## src/rtl/prom_pkg.sv

```systemverilog
// Shared definitions for the PROM image loader: PROM ids, window layout and FSM states.
package prom_pkg;

    // Bit positions of prom_we.
    typedef enum logic [2:0] {
        PROM16 = 3'd0,
        PROM17 = 3'd1,
        PROM18 = 3'd2,
        PROM19 = 3'd3,
        PROM20 = 3'd4,
        PROM21 = 3'd5
    } prom_e;

    localparam int PROM_COUNT = 6;

    localparam logic [24:0] REGION_START [PROM_COUNT] = '{
        25'h000, 25'h100, 25'h200, 25'h220, 25'h320, 25'h420
    };
    localparam logic [24:0] REGION_SIZE [PROM_COUNT] = '{
        25'h100, 25'h100, 25'h020, 25'h100, 25'h100, 25'h100
    };

    localparam int unsigned PROM_IMAGE_BYTES = 1312;

    typedef enum logic [2:0] {
        ST_IDLE,
        ST_LOAD,
        ST_CHECK,
        ST_DONE,
        ST_ERROR
    } state_e;

endpackage

```

## src/rtl/prom_region_decode.sv

```systemverilog
// Maps a window offset onto a PROM select, its local address and an in-window flag.
module prom_region_decode
    import prom_pkg::*;
(
    input  logic [24:0] offset,
    output logic [5:0]  sel,
    output logic [7:0]  local_addr,
    output logic        in_window
);

    always_comb begin
        sel        = '0;
        local_addr = '0;
        in_window  = 1'b0;
        for (int i = 0; i < PROM_COUNT; i++) begin
            if (offset >= REGION_START[i] && offset < REGION_START[i] + REGION_SIZE[i]) begin
                sel[i]     = 1'b1;
                local_addr = 8'(offset - REGION_START[i]);
                in_window  = 1'b1;
            end
        end
    end

endmodule

```

## src/rtl/prom_loader.sv

```systemverilog
// Writes the six colour/timing PROM images from the ioctl download stream and
// reports whether the last image was complete.
module prom_loader
    import prom_pkg::*;
#(
    parameter logic [7:0]  INDEX = 8'd0,
    parameter logic [24:0] BASE  = 25'h0
) (
    input  logic        clk,
    input  logic        rst_n,
    input  logic        ioctl_download,
    input  logic [7:0]  ioctl_index,
    input  logic        ioctl_wr,
    input  logic [24:0] ioctl_addr,
    input  logic [7:0]  ioctl_dout,
    output logic [5:0]  prom_we,
    output logic [7:0]  prom_addr,
    output logic [7:0]  prom_din,
    output logic        loaded,
    output logic        load_err,
    output logic [15:0] checksum
);

    // ioctl_wr is a one-cycle strobe with no backpressure: a byte presented with
    // ioctl_wr is taken in that cycle, and prom_we is its registered one-cycle echo.
    state_e      state, state_next;
    logic        dl_q;
    logic        dl_rise, dl_fall;
    logic [10:0] count;
    logic [10:0] count_inc;
    logic [25:0] diff;
    logic        below_base;
    logic [5:0]  sel;
    logic [7:0]  local_addr;
    logic        in_window;
    logic        start, accept, check_ok;
    logic [7:0]  din_fmt;

    assign diff       = {1'b0, ioctl_addr} - {1'b0, BASE};
    assign below_base = diff[25];
    assign dl_rise    = ioctl_download && !dl_q && (ioctl_index == INDEX);
    assign dl_fall    = !ioctl_download && dl_q;
    assign count_inc  = (count == 11'h7FF) ? count : count + 11'd1;

    prom_region_decode u_decode (
        .offset     (diff[24:0]),
        .sel        (sel),
        .local_addr (local_addr),
        .in_window  (in_window)
    );

    // dl_q resets high so a download still running when reset releases is not seen as a new one.
    always_ff @(posedge clk or negedge rst_n) begin
        if (!rst_n) dl_q <= 1'b1;
        else        dl_q <= ioctl_download;
    end

    always_ff @(posedge clk or negedge rst_n) begin
        if (!rst_n) state <= ST_IDLE;
        else        state <= state_next;
    end

    always_comb begin
        state_next = state;
        case (state)
            ST_IDLE, ST_DONE, ST_ERROR: if (dl_rise) state_next = ST_LOAD;
            ST_LOAD:                    if (dl_fall) state_next = ST_CHECK;
            ST_CHECK:                   state_next = check_ok ? ST_DONE : ST_ERROR;
            default:                    state_next = ST_IDLE;
        endcase
    end

    always_comb begin
        check_ok = (count == 11'(PROM_IMAGE_BYTES));
        case (state)
            ST_IDLE, ST_DONE, ST_ERROR: start = dl_rise;
            default:                    start = 1'b0;
        endcase
        accept  = ioctl_wr && in_window && !below_base && (start || state == ST_LOAD);
        din_fmt = sel[PROM18] ? ioctl_dout : {4'h0, ioctl_dout[3:0]};
    end

    always_ff @(posedge clk or negedge rst_n) begin
        if (!rst_n) begin
            prom_we   <= '0;
            prom_addr <= '0;
            prom_din  <= '0;
            count     <= '0;
            checksum  <= '0;
            loaded    <= 1'b0;
            load_err  <= 1'b0;
        end else begin
            prom_we <= accept ? sel : 6'b0;
            if (accept) begin
                prom_addr <= local_addr;
                prom_din  <= din_fmt;
            end
            if (start) begin
                count    <= accept ? 11'd1 : 11'd0;
                checksum <= accept ? {8'h00, din_fmt} : 16'h0000;
                loaded   <= 1'b0;
                load_err <= 1'b0;
            end else if (accept) begin
                count    <= count_inc;
                checksum <= checksum + {8'h00, din_fmt};
            end
            if (state == ST_CHECK) begin
                loaded   <= check_ok;
                load_err <= !check_ok;
            end
        end
    end

endmodule

```

## config.mk

```make
export PLATFORM = sky130hd
export DESIGN_NAME = prom_loader
export DESIGN_NICKNAME = d
export VERILOG_FILES = /design/src/rtl/prom_pkg.sv /design/src/rtl/prom_region_decode.sv /design/src/rtl/prom_loader.sv
export SDC_FILE = /design/constraint.sdc
export NUM_CORES = 1
export LEC_CHECK = 0
export ABC_AREA = 1
export CAP_MARGIN = 20
export CORE_MARGIN = 2
export CORE_UTILIZATION = 40
export DETAILED_ROUTE_END_ITERATION = 16
export PLACE_DENSITY = 0.73
export REMOVE_ABC_BUFFERS = 1
export SYNTH_ARGS = -nofsm -noshare
export SYNTH_HDL_FRONTEND = slang
export SYNTH_SLANG_ARGS = --single-unit
```

## constraint.sdc

```tcl
create_clock -name clk -period 2.3 [get_ports clk]
set_clock_uncertainty 0.05 [all_clocks]
set_input_delay 0.69 -clock clk [delete_from_list [all_inputs] [get_ports clk]]
set_output_delay 0.69 -clock clk [all_outputs]
set_load 0.005 [all_outputs]
```

==> results.toml, run 1 <==
[floorplan]
initial_core_util = 0.4093
io_pins = 85
rows = 35
die-area_um2 = 10160
die_y_um = 100.8
core_um2 = 9153
die-width_um = 100.8

[clock_network]
clock_latency_ns = 0.33
clockBufferDepth = 2
cts_tree = "built"
cts.sinks = 55
cts.clk_slew.worst_paths_ns = 0.11
cts-root-buf = "clkbuf_8"
hold_buffers = 0
cts_buffers = 5
htreeDepth = 2

[critical_path]
cp.arrival_ns = 2.73
slowest_stage = "ha_4"
path_buf_inv = 6
critPathMaxFanout = 4
end_kind = "flop"
cp-start-kind = "input port"
cp_top_family = "simple AND/OR/NAND/NOR gates"
cpPeakStageDelay_ns = 0.30
cp-startpoint = "ioctl_addr[23]"
crit_required_ns = 2.48
crit_chain = "buf_2, nor2_4, nand2_4, buf_6, inv_2, nand4_1, nand2_2, nor2_4, nand2_2, inv_2, ha_4, nand2_4, inv_2, nand4_1, nand2_2, buf_6, nand2_2, nand3_2, nand2_1, nor2_1, nor2_1"
worstSetupPathType = "in -> reg"
critical_path.most_common_cell = "nand2_2"
reg2reg_from = "checksum[0]"

[routing]
vias = 4518
routed_wl_um = 13160
drc = 0
viasPerCell = 5.169
first_pass_iters = 5
ant_nets = 0
drt_iter0_drc = 237
wire_per_inst_um = 15.06

[outcome]
status = "finished with violations"
violations = "negative setup slack"

[global_route]
antenna_found_initial = 1
grt_pass1_vias = 4543
grt_pass1_wl_um = 21000
grt-ovfl-total = 0
grt_use_total = 0.2603
grt_max_degree = 56

[timing]
setup_tns_ns = -2.970
worst_slew_pin_slew_ns = 0.4290
setup_viol_count_final = 14
timing.fmax_mhz = 391.5
maxSlewViolCount = 0
period_needed_ns = 2.555
slew_headroom = 0.7114
hold_viol_final = 0
post-route-period-util = 1.111
setup_slack_ns = -0.2546
rsz0062_at_grt = "true"

[synth]
syn_avg_cell_area_um2 = 6.976
synth_area_um2 = 3746
ys_seq_elements = 55
synth-async-reset-ratio = 1.000
synth_edf_count = 0
synthFlopType = "dfrtp_1"
ys_seq_area_frac = 0.3677
ys.warnings.count = 0
syn_inst = 537
synth_cell_type_count = 35

[final_layout]
final_cell_mix = "buf_4, nand2_1, nor2_1"
fin_cells = 874
syn_to_final_growth_pct = 64.93
final_common_cell = "buf_4"
seqCellArea_um2 = 1378
fill_cells = 745
diodes = 0
multi_input_area_um2 = 2410
nets = 820
layout-drive-gt1-share = 0.3617

[hold_path]
hp-class = "in -> async"

[placed_design]
dp_slack_ns = -1.157
gp_congestion = 0.9062
portBuffers = 84
dp_cells = 805
place_hpwl_um = 8568

[power]
ir_drop_uv = 239.5
power_leakage_nw = 3.122
pwr_density_cell_nw_per_um2 = 371.0

[flow_run]
maxCapViolCount = 0
## state kept, by name, indices dropped and copies added (netlist names)
| name | flops |
|---|---|
| load_err | 1 |
| count | 11 |
| state | 3 |
| prom_we | 6 |
| checksum | 16 |
| prom_addr | 8 |
| prom_din | 8 |
| loaded | 1 |
| dl_q | 1 |
## final cells by class
type                       instances  share of cell area
clock buffer                       5             0.01114
timing repair buffer             228              0.3088
multi-input combinational        406              0.3900
inverter                          66             0.04050
tap                              111             0.02248
clock inverter                     3            0.004050
sequential                        55              0.2230
## layer usage
| layer | global-route usage | vias to the layer above | share of wire |
|---|---|---|---|
| met2 | 0.4697 | 162 | 0.51 |
| met3 | 0.04508 | 60 | 0.054 |
| met4 | 0.1275 | 2 | 0.048 |
| met1 | 0.2946 | 2126 | 0.39 |
| li1 | - | 2168 | - |
| met5 | 0 | - | 0.00084 |
## logic make-up (layout without fill, tap and decap cells)
logic type / count (synthesis) / count (layout) / share of synthesized area
buf+inv: 76 / 302 / 0.08517
compound gates: 52 / 52 / 0.08517
fa+ha+maj: 13 / 13 / 0.04542
flops: 55 / 55 / 0.3677
xor+xnor: 13 / 13 / 0.03039
simple gates: 328 / 328 / 0.3861
## timing repair
action / CTS / global route
gates cloned: 0 / 0
pin swaps: 64 / 34
setup endpoints to repair: 44 / 16
setup buffers: 54 / 7
resized for setup: 167 / 33
## report_power, final
part | leakage [nW] | internal (mW) | switching, mW
Sequential | 0.732 | 1.02 | 0.0395
Combinational | 2.34 | 0.329 | 0.320
Clock | 0.0452 | 0.223 | 0.363
## metrics by stage
step	hold WS, ns	area, µm²	power [mW]	utilization
after CTS	0.3032	6017	2.276	0.6574
after global routing	0.3114	6178	2.416	0.6751
final	0.2950	6178	2.292	0.6751
after global placement	0.4158	5285	1.584	0.5774
after detailed placement	0.4186	5285	1.610	0.5774
after floorplan	0.3444	3675	1.323	-
## path summary, 6_finish.rpt
| path | cells past startpoint | slack [ns] | endpoint |
|---|---|---|---|
| worst min-delay path | 2 | 0.29 | checksum[10] |
| worst max-delay path | 21 | -0.25 | checksum[5] |
| max in group asynchronous | 2 | 1.61 | dl_q |
| worst max register to register | 12 | 0.27 | checksum[14] |
| min in group clk | 2 | 0.45 | prom_addr[3] |
| worst min register to register | 2 | 0.45 | prom_addr[3] |
## Yosys cell counts, types with 9 or more instances
cell type | n | area, µm²
nor3_1 | 13 | 65.06
nand4_1 | 18 | 112.6
ha_1 | 12 | 150.1
dfrtp_1 | 54 | 1351
a21oi_1 | 11 | 55.05
nor2_1 | 81 | 304.0
o21ai_0 | 22 | 110.1
nand2_1 | 152 | 570.6
o21ai_2 | 11 | 96.34
xor2_1 | 9 | 78.83
inv_1 | 62 | 232.7
nand3_1 | 43 | 215.2
(Power assumes the default switching activity.)
==> run 2: changes to the inputs <==
--- a/config.mk
+++ b/config.mk
@@ -6,11 +6,11 @@
 export NUM_CORES = 1
 export LEC_CHECK = 0
 export ABC_AREA = 1
-export CAP_MARGIN = 20
+export CAP_MARGIN = 10
 export CORE_MARGIN = 2
 export CORE_UTILIZATION = 40
 export DETAILED_ROUTE_END_ITERATION = 16
-export PLACE_DENSITY = 0.73
+export PLACE_DENSITY = 0.62
 export REMOVE_ABC_BUFFERS = 1
 export SYNTH_ARGS = -nofsm -noshare
 export SYNTH_HDL_FRONTEND = slang
==> run 2 against run 1 <==
Net effect:
- the flow still finishes with violations (negative setup slack)
- critical endpoint is now checksum[11]
- first-iteration DRC count fell by 35%
- sequential power barely moved
- worst setup slack worse by 0.0014 ns
- core utilization rose by 1.3 points
- global-route usage shrank 1.9 points
- sequential cell count unchanged
- total power decreased by 2.7%
- register-to-register slack hardly changed
- die area did not move
- final area is 1.9% higher
==> results.toml, run 2 (synthesized netlist as in run 1, its figures left out) <==
[critical_path]
end_kind = "flop"
slowest_stage = "ha_4"
cp.arrival_ns = 2.71
critPathMaxFanout = 4
crit_required_ns = 2.45
worstSetupPathType = "in -> reg"
critical_path.most_common_cell = "nand2_2"
crit_chain = "buf_8, nor2_4, nand2_4, nor2_4, nand4_1, nand2_2, nor2_4, nand2_2, inv_2, ha_4, nand2_2, inv_2, nand2_2, buf_4, nand2_1, nand2_1, nand3_1, nand2_1, nand4_1, o21ai_0"
cp-start-kind = "input port"
cpPeakStageDelay_ns = 0.31
path_buf_inv = 4
cp_top_family = "simple AND/OR/NAND/NOR gates"

[timing]
setup_slack_ns = -0.2560
post-route-period-util = 1.111
setup_viol_count_final = 17
timing.fmax_mhz = 391.2
maxSlewViolCount = 0
worst_slew_pin_slew_ns = 0.4508
slew_headroom = 0.6967
hold_viol_final = 0
period_needed_ns = 2.556
rsz0062_at_grt = "true"

[final_layout]
top_register = "checksum"
fill_cells = 723
multi_input_area_um2 = 2466
final_common_cell = "buf_4"
largest_register_ff_count = 16
final_cell_mix = "buf_4, nand2_1, nor2_1"
nets = 819
top_regs = "checksum (16), count (11)"
layout-drive-gt1-share = 0.3753
syn_to_final_growth_pct = 68.04
fin_util = 0.6878
seqCellArea_um2 = 1378

[routing]
drc = 0
wire_per_inst_um = 14.09
drt_iter0_drc = 155
first_pass_iters = 4
routed_wl_um = 12320
ant_nets = 0
vias = 4323
viasPerCell = 4.946

[power]
power_leakage_nw = 3.134
clock_power_share = 0.253
combPwrFrac = 0.272
p_seq_frac = 0.474
p_sw_frac = 0.3082
pwr_density_cell_nw_per_um2 = 354.5
ir_drop_uv = 437.1
p_switching_uw = 687.7
intPower_mw = 1.544

[global_route]
grt_use_total = 0.2414
antenna_found_initial = 1
grt_max_degree = 56
grt_pass1_wl_um = 19670
grt-ovfl-total = 0
grt_pass1_vias = 4343

[outcome]
violations = "negative setup slack"
status = "finished with violations"

[clock_network]
cts_buffers = 5
clockBufferDepth = 2
cts_tree = "built"
cts.clk_slew.worst_paths_ns = 0.10
hold_buffers = 0
htreeDepth = 2
cts-root-buf = "clkbuf_8"
clock_latency_ns = 0.31
cts.sinks = 55

[floorplan]
die_y_um = 100.8
die-width_um = 100.8
rows = 35
core_um2 = 9153
io_pins = 85
die-area_um2 = 10160
initial_core_util = 0.4093

[placed_design]
place_hpwl_um = 8361
gp_congestion = 0.8866
portBuffers = 84
dp_slack_ns = -1.173

[hold_path]
hp-class = "in -> async"

[flow_run]
maxCapViolCount = 0
==> run 2: changes by cell type in the layout (fill, tap and decap cells not counted), sizes merged <==
cell / before / now
clkinvlp: 1 / 0
diode: 0 / 1
buf: 164 / 162
clkdlybuf4s50: 61 / 62
clkinv: 2 / 3
dlygate4sd2: 3 / 1
clkbuf: 5 / 7
==> run 2: stage by stage <==
step / area, µm² / hold slack [ns] / setup TNS, ns / std cells / power [mW]
after floorplan: 3675 / 0.3444 / -6.119 / 527 / 1.323
after global placement: 5338 / 0.4143 / -26.76 / 812 / 1.592
after detailed placement: 5338 / 0.4220 / -28.87 / 812 / 1.601
after CTS: 5954 / 0.3247 / -1.857 / 865 / 2.212
after global routing: 6295 / 0.3352 / -5.943 / 874 / 2.360
final: 6295 / 0.2988 / -2.784 / 874 / 2.231
==> run 2: routing by layer <==
| metal | part of all wire | track usage |
|---|---|---|
| met1 | 0.44 | 0.2973 |
| met4 | 0.025 | 0.06955 |
| met3 | 0.040 | 0.03953 |
| met2 | 0.50 | 0.4323 |
| met5 | 0 | 0 |
==> run 2: final timing paths <==
path	slack (ns)	from	depth (start not counted)	endpoint
min	0.30	rst_n	2	prom_we[1]
max in group asynchronous	1.58	rst_n	2	dl_q
min reg2reg	0.44	prom_din[0]	2	prom_din[0]
max	-0.26	ioctl_addr[13]	20	checksum[11]
max reg2reg	0.26	checksum[0]	12	checksum[14]
min in group clk	0.44	prom_din[0]	2	prom_din[0]
==> run 2: what timing repair did <==
action | CTS | global route
cloned | 0 | 1
resized for setup | 152 | 80
setup buffers | 47 | 15
pin swaps | 52 | 48
endpoints found under the setup margin | 45 | 30
==> run 2: power by group through the flow <==
stage | registers, mW | logic [mW] | clock network [mW]
floorplan | 1.07 | 0.254 | 0
CTS | 1.06 | 0.579 | 0.575
finish | 1.06 | 0.608 | 0.565
global placement | 1.07 | 0.518 | 0
global route | 1.06 | 0.683 | 0.612
detailed placement | 1.07 | 0.528 | 0
==> run 2: worst reg2reg max path, delay by kind of cell (launching register included) <==
family | cells | cell delay [ns]
simple gates | 8 | 0.72
fa+ha+maj | 2 | 0.57
flops | 1 | 0.39
compound gates | 1 | 0.20
buf+inv | 1 | 0.06
==> run 2: cell type report <==
| type | count | share of cell area |
|---|---|---|
| Antenna cell | 1 | 0.0003975 |
| Clock buffer | 5 | 0.01093 |
| Clock inverter | 3 | 0.002982 |
| Inverter | 66 | 0.04095 |
| Multi-Input combinational cell | 406 | 0.3918 |
| Sequential cell | 55 | 0.2188 |
| Tap cell | 111 | 0.02206 |
| Timing Repair Buffer | 227 | 0.3121 |
